**config.mk**
```make
export PLATFORM = sky130hd
export DESIGN_NAME = mult_cs_pipe_flat
export DESIGN_NICKNAME = d
export VERILOG_FILES = /design/src/rtl/mult_cs_pipe_if.sv /design/src/rtl/mult_cs_pipe.sv /design/src/flat_wrapper.sv
export SDC_FILE = /design/constraint.sdc
export NUM_CORES = 2
export LEC_CHECK = 0
export BUFFER_PORTS_ARGS = -buffer_cell sky130_fd_sc_hd__buf_2
export CORE_MARGIN = 10
export CORE_UTILIZATION = 58
export CTS_CLUSTER_SIZE = 8
export DETAILED_ROUTE_END_ITERATION = 10
export PLACE_DENSITY = 0.78
export SLEW_MARGIN = 20
export SYNTH_ARGS = -nofsm -noshare
export SYNTH_HDL_FRONTEND = slang
export SYNTH_SLANG_ARGS = --single-unit
```
**constraint.sdc**
```tcl
create_clock -name clk -period 11.2 [get_ports clk]
set_clock_uncertainty 0.2 [all_clocks]
set_input_delay 1.68 -clock clk [delete_from_list [all_inputs] [get_ports clk]]
set_output_delay 1.68 -clock clk [all_outputs]
set_load 0.01 [all_outputs]
```
**src/rtl/mult_cs_pipe_if.sv**
```systemverilog
// Handshake bundle for mult_cs_pipe: operand side (in_*, a, b, sgn) and result side (out_*, y).
// The master modport is the environment; the slave modport is the multiplier.
interface mult_cs_pipe_if #(
  parameter int WIDTH = 32
);
  logic               in_valid;
  logic               in_ready;
  logic [WIDTH-1:0]   a;
  logic [WIDTH-1:0]   b;
  logic               sgn;
  logic               out_valid;
  logic               out_ready;
  logic [2*WIDTH-1:0] y;

  modport master (
    output in_valid, a, b, sgn, out_ready,
    input  in_ready, out_valid, y
  );

  modport slave (
    input  in_valid, a, b, sgn, out_ready,
    output in_ready, out_valid, y
  );
endinterface

```
**src/rtl/mult_cs_pipe.sv**
```systemverilog
// Pipelined carry-save array multiplier with a global-stall valid/ready pipeline.
// Define MULT_SIGNED_EN to compile in Baugh-Wooley two's-complement support selected by sgn.
module mult_cs_pipe #(
  parameter int WIDTH          = 32,
  parameter int ROWS_PER_STAGE = 8
) (
  input logic           clk,
  input logic           rst,
  mult_cs_pipe_if.slave bus
);
  localparam int S = (WIDTH + ROWS_PER_STAGE - 1) / ROWS_PER_STAGE;

  typedef struct packed {
    logic [WIDTH-1:0] s;
    logic [WIDTH-1:0] c;
    logic [WIDTH-1:0] lo;
  } cs_t;

  logic             adv;
  logic [WIDTH-1:0] a_q    [0:S-1];
  logic [WIDTH-1:0] b_q    [0:S-1];
  cs_t              cs_q   [0:S-1];
  cs_t              cs_nxt [0:S-1];
  logic             vld_q  [0:S];
  logic [WIDTH-1:0] y_hi;

  assign adv          = !bus.out_valid || bus.out_ready;
  assign bus.in_ready = adv;

`ifdef MULT_SIGNED_EN
  logic sgn_q [0:S];
`else
  logic unused_sgn;
  assign unused_sgn = bus.sgn;
`endif

  // Valid bits are the only pipeline state that must be cleared on reset.
  always_ff @(posedge clk or posedge rst) begin
    if (rst) begin
      for (int k = 0; k <= S; k++) vld_q[k] <= 1'b0;
    end else if (adv) begin
      vld_q[0] <= bus.in_valid;
      for (int k = 1; k <= S; k++) vld_q[k] <= vld_q[k-1];
    end
  end

  always_ff @(posedge clk) begin
    if (adv) begin
      a_q[0] <= bus.a;
      b_q[0] <= bus.b;
      for (int k = 1; k < S; k++) begin
        a_q[k] <= a_q[k-1];
        b_q[k] <= b_q[k-1];
      end
      for (int k = 0; k < S; k++) cs_q[k] <= cs_nxt[k];
`ifdef MULT_SIGNED_EN
      sgn_q[0] <= bus.sgn;
      for (int k = 1; k <= S; k++) sgn_q[k] <= sgn_q[k-1];
`endif
    end
  end

  // Stage k reduces rows j with j / ROWS_PER_STAGE == k; each row retires one low bit.
  always_comb begin
    cs_t              acc;
    logic [WIDTH-1:0] pp;
    logic [WIDTH-1:0] fsum;
    logic [WIDTH-1:0] fcar;
    acc  = '0;
    pp   = '0;
    fsum = '0;
    fcar = '0;
    for (int k = 0; k < S; k++) begin
      acc = '0;
      if (k > 0) acc = cs_q[k-1];
      for (int j = 0; j < WIDTH; j++) begin
        if (j / ROWS_PER_STAGE == k) begin
          pp = {WIDTH{a_q[k][j]}} & b_q[k];
`ifdef MULT_SIGNED_EN
          if (sgn_q[k]) begin
            if (j == WIDTH - 1) pp[WIDTH-2:0] = ~pp[WIDTH-2:0];
            else                pp[WIDTH-1]   = ~pp[WIDTH-1];
          end
`endif
          fsum   = acc.s ^ acc.c ^ pp;
          fcar   = (acc.s & acc.c) | (acc.s & pp) | (acc.c & pp);
          acc.lo = {fsum[0], acc.lo[WIDTH-1:1]};
          acc.s  = {1'b0, fsum[WIDTH-1:1]};
          acc.c  = fcar;
        end
      end
      cs_nxt[k] = acc;
    end
  end

  // The Baugh-Wooley constant lands as carry-in (2^WIDTH) plus an MSB flip (2^(2*WIDTH-1)).
  always_comb begin
    logic carry;
    logic si;
    logic ci;
    carry = 1'b0;
`ifdef MULT_SIGNED_EN
    carry = sgn_q[S];
`endif
    y_hi = '0;
    si   = 1'b0;
    ci   = 1'b0;
    for (int i = 0; i < WIDTH; i++) begin
      si      = cs_q[S-1].s[i];
      ci      = cs_q[S-1].c[i];
      y_hi[i] = si ^ ci ^ carry;
      carry   = (si & ci) | (carry & (si ^ ci));
    end
`ifdef MULT_SIGNED_EN
    y_hi[WIDTH-1] = y_hi[WIDTH-1] ^ sgn_q[S];
`endif
  end

  always_ff @(posedge clk or posedge rst) begin
    if (rst) begin
      bus.out_valid <= 1'b0;
      bus.y         <= '0;
    end else if (adv) begin
      bus.out_valid <= vld_q[S];
      bus.y         <= {y_hi, cs_q[S-1].lo};
    end
  end
endmodule

```
**src/flat_wrapper.sv**
```systemverilog
// flat-port wrapper written by rule: the top's interface ports become plain ports
module mult_cs_pipe_flat 
#(
  parameter int WIDTH          = 32,
  parameter int ROWS_PER_STAGE = 8
)
  (clk, rst, bus_in_valid, bus_a, bus_b, bus_sgn, bus_out_ready, bus_in_ready, bus_out_valid, bus_y);
  mult_cs_pipe_if #(.WIDTH(WIDTH)) bus_i ();
  input logic clk;
  input logic rst;
  input wire logic [$bits(bus_i.in_valid)-1:0] bus_in_valid;
  input wire logic [$bits(bus_i.a)-1:0] bus_a;
  input wire logic [$bits(bus_i.b)-1:0] bus_b;
  input wire logic [$bits(bus_i.sgn)-1:0] bus_sgn;
  input wire logic [$bits(bus_i.out_ready)-1:0] bus_out_ready;
  output wire logic [$bits(bus_i.in_ready)-1:0] bus_in_ready;
  output wire logic [$bits(bus_i.out_valid)-1:0] bus_out_valid;
  output wire logic [$bits(bus_i.y)-1:0] bus_y;
  assign bus_i.in_valid = bus_in_valid;
  assign bus_i.a = bus_a;
  assign bus_i.b = bus_b;
  assign bus_i.sgn = bus_sgn;
  assign bus_i.out_ready = bus_out_ready;
  assign bus_in_ready = bus_i.in_ready;
  assign bus_out_valid = bus_i.out_valid;
  assign bus_y = bus_i.y;
  mult_cs_pipe #(.WIDTH(WIDTH), .ROWS_PER_STAGE(ROWS_PER_STAGE)) u_core (.clk(clk), .rst(rst), .bus(bus_i));
endmodule
```
==> After elaboration in Yosys (flattened, before gate mapping) <==
Memories as Yosys holds them, arrays and structs flattened.
Cells that the tools add are included.
{ "word_totals": {"register_bits": 70, "romBits": 0, "ram_bits": 636, "in_bits": 69, "n_memories": 3, "word_cells": 412, "out_inout_bits": 66, "latchBits": 0} }
{ "op_classes": {"addsub": 0, "n_div": 0, "eq_ne": 0, "shifts": 0, "n_bitwise": 398, "n_reduce_logical": 2, "n_mux": 2, "magnitude_cmp": 0, "multipliers": 0} }
{ "memory_table": {"columns": ["name", "depth", "width", "rd", "rd_ports_with_merged_regs", "write_ports", "line_no", "rtl"], "rows": [
  ["u_core.cs_q", 4, 95, 4, 0, 4, "mult_cs_pipe.sv:22", "cs_t cs_q [0:S-1];"],
  ["u_core.a_q", 4, 32, 4, 0, 4, "mult_cs_pipe.sv:20", "logic [WIDTH-1:0] a_q [0:S-1];"],
  ["u_core.b_q", 4, 32, 4, 0, 4, "mult_cs_pipe.sv:21", "logic [WIDTH-1:0] b_q [0:S-1];"]
]} }
{ "ops": {"columns": ["cell", "count"], "rows": [
  ["32-bit AND", 68],
  ["32-bit OR", 60],
  ["31-bit by 32-bit AND with 32-bit output", 55],
  ["32-bit XOR", 33],
  ["31-bit by 32-bit XOR with 32-bit output", 28],
  ["1-bit XOR", 62],
  ["1-bit AND", 61],
  ["1-bit OR", 30],
  ["1-bit two-way mux", 2],
  ["1-bit logical NOT", 1],
  ["1-bit logical OR", 1],
  ["1-bit XOR, first input constant", 1]
]} }

==> Longest topological paths before layout <==
An unclocked memory read counts as a cell.
{ "depth": {"depth_word": 63, "mapped_depth": 33, "ltp_nobuf": 33} }

==> Worst setup path before layout <==
Ideal clock, no wire load.
{ "synth_path": {"kind": "register to register", "start": "memory u_core.cs_q[3][32] in the netlist's numbering", "end": "register u_core.bus.y[62]", "slack_ns": -1.206, "stages_incl_launch_ff": 34, "period_less_slack_ns": 12.406, "t_arrival_ns": 12.104, "required_ns": 10.898, "path_cell_list": "edfxtp_1 > ha_1 > fa_1 > fa_1 > fa_1 > fa_1 > fa_1 > fa_1 > fa_1 > fa_1 > fa_1 > fa_1 > fa_1 > fa_1 > fa_1 > fa_1 > fa_1 > fa_1 > fa_1 > fa_1 > fa_1 > fa_1 > fa_1 > fa_1 > fa_1 > fa_1 > fa_1 > fa_1 > fa_1 > fa_1 > fa_1 > inv_1 > fa_1 > a21oi_1"} }
{ "synth_lines": {"columns": ["item", "line_no", "rtl"], "rows": [
  ["start, declared", "mult_cs_pipe.sv:22", null],
  ["end signal, assigned", "mult_cs_pipe.sv:125", "bus.y <= {y_hi, cs_q[S-1].lo};"],
  ["end, declared", "mult_cs_pipe_if.sv:22", "output in_ready, out_valid, y"]
]} }

==> metrics.txt <==
FMAX=approximately 86 MHz; commonest non-fill, non-tap cells in the layout=fa_1, nand2_1, edfxtp_1; leading post-synthesis cells by cell area=fa_1, edfxtp_1, nand2_1; Core Region=roughly 78,000 sq um; IO Pins=~140; worst hold slack=around 0.2 ns; # setup viols final=3; CP startpoint kind=flop; register area=17,800 sq um; clock period minus worst slack=11.58 ns; crit path kind=reg2reg; hold depth=0; routability cong.=about 0.77; antenna violations before repair=0; status=finished with violations; DRT Wirelength=between 70,000 and 80,000 microns; # DRC=0; Slew headroom=between 20 and 30%; Worst-Skew Late Latency=around 0.64 ns; Critical Path Sink Type=flop; most common cell after layout, fill and taps aside=fa_1; synth warn=0; Worst Path Required=between 10 and 15 ns; vias in the first global route=around 26k; H-tree levels=3; clk buf depth=3; violated checks=negative setup slack; DP HPWL=around 57,000 microns; Final WS setup=-0.384 ns; CTS Buf Count=88; Initial Util=58.6%; most frequent CP cell=fa_2; final net count=between 4k and 5k; largest area contributor in the netlist=fa_1; die height=between 300 and 400 microns; worst r2r path cells=33; hold crit path type=reg2reg; syn_nets=~4.4k; syn_area_per_cell=13.7 sq um; post-synth cell types=16; global-route wire length before repair=around 130,000 microns; number of vias per cell=roughly 5.0; Placement Setup Slack=-0.434 ns; Largest stage delay, worst path=around 0.43 ns; routed length per instance=16.2 microns; Synth Cell Area=roughly 46,000 sq um; drt first-iter violations=~1.0k; Slew @ Worst Pin=between 1 and 1.5 ns; pins over their slew limit=0; Seq/Total Area, Yosys=roughly two fifths; #FFs+latches synth=about 600; setup tns final=-0.651 ns; largest net degree at the start of global routing=90; Die ar.=90,200 sq um; Die X=approximately 300 microns; Final Hold Vio Count=0; antenna fix cells=0; Reg2Reg Setup Slack=-0.38 ns; Post-DRT Antenna Nets=0; maximum capacitance violations=0; RSZ-0062 raised after global routing=true; Gate Count Post-Synth=3,321; cts hold-fix bufs=0; Clk pin slew, worst setup/hold paths=0.05 ns; port bufs=133; Slowest-stage cell, CP=fa_1; all-layer global routing usage=between 10% and 20%; vias=~23k; area of the multi-input gates=about 25,000 sq um; total congestion overflow=0; # Post-CTS Setup Buffers=0; clk sinks=a little over 600; CTS Root Buffer Type=clkbuf_16; Yosys top cell area share=between 40% and 50%; Area Growth Syn to Fin=9.51%; num rows=about 100; Crit path arrival time=roughly 12 ns; CTS tree=done; Initial DRT Pass Iterations=4; layout cell share with drive strength beyond 1=about a tenth; Tcrit/Tclk final=103%; Filler cells=roughly 5.6k; Worst Path Max Fanout=1
repair_timing:
item                                    CTS  global route
endpoints found under the setup margin    3             4
gates resized for setup                   2             1
endpoints found under the hold margin     0             0
pin swaps                                 0             0
cell families (layout without fill, tap and decap cells):
kind of cell    Yosys count  count (layout)  synth area share, %
mux                      67              67                 2.20
flops                   606             606                 39.2
compound gates            2               2               0.0220
buf+inv                 626             816                 5.43
simple gates           1028            1028                 10.1
fa+ha+maj               992             992                 43.1
metal layers:
layer | global-route usage (%) | vias up | wire (microns)
li1 | - | 10339 | -
met1 | 22.7 | 12011 | 32000
met2 | 30.0 | 316 | 37700
met3 | 2.51 | 100 | 2210
met4 | 4.56 | 0 | 1550
met5 | 0 | - | 0
sequential cells by signal, summed over array words and instances (netlist names):
name and cells:
u_core.cs_q 328, u_core.b_q 128, u_core.a_q 80, u_core.bus.y 64, u_core.vld_q 5, u_core.bus.out_valid 1
synth_stat cells, drive strengths merged:
library cell,count
nand2,733
edfxtp,536
nand2b,2
clkbuf,96
fa,960
buf,8
nor3b,2
ha,32
and2,291
a21oi,2
mux2,67
inv,522
dfrtp,70
critical path, delay by kind of cell (launching register included):
kind	cells	cell delay, ns
adders and majority gates	31	10.76
DFF	1	0.37
AOI/OAI and AO/OA	1	0.13
buffers and inverters	1	0.06
final timing paths:
path	from	endpoint
min in group asynchronous	rst	u_core.bus.y[27]
max	u_core.cs_q[3][32]	u_core.bus.y[62]
max reg2reg	u_core.cs_q[3][32]	u_core.bus.y[62]
min	u_core.a_q[0][29]	u_core.a_q[1][29]
min reg2reg	u_core.a_q[0][29]	u_core.a_q[1][29]
max in group asynchronous	rst	u_core.bus.y[9]
layout make-up:
type	instances	area share, %
Clock buffer	130	4.79
Clock inverter	12	0.364
Inverter	522	3.93
Multi-Input combinational cell	2089	50.7
Sequential cell	606	35.8
Tap cell	1040	2.61
Timing Repair Buffer	152	1.80
metrics by stage:
step	utilization (%)	cell area, sq um	std cells
6_report	64.2	49900	4551
5_1_grt	64.2	49900	4551
4_1_cts	64.0	49700	4541
3_5_place_dp	60.7	47200	4399
3_3_place_gp	60.7	47200	4399
2_1_floorplan	-	45600	3321
Power is not shown: default switching activity piles up to over one toggle a cycle in this logic, so the estimate is an artifact.
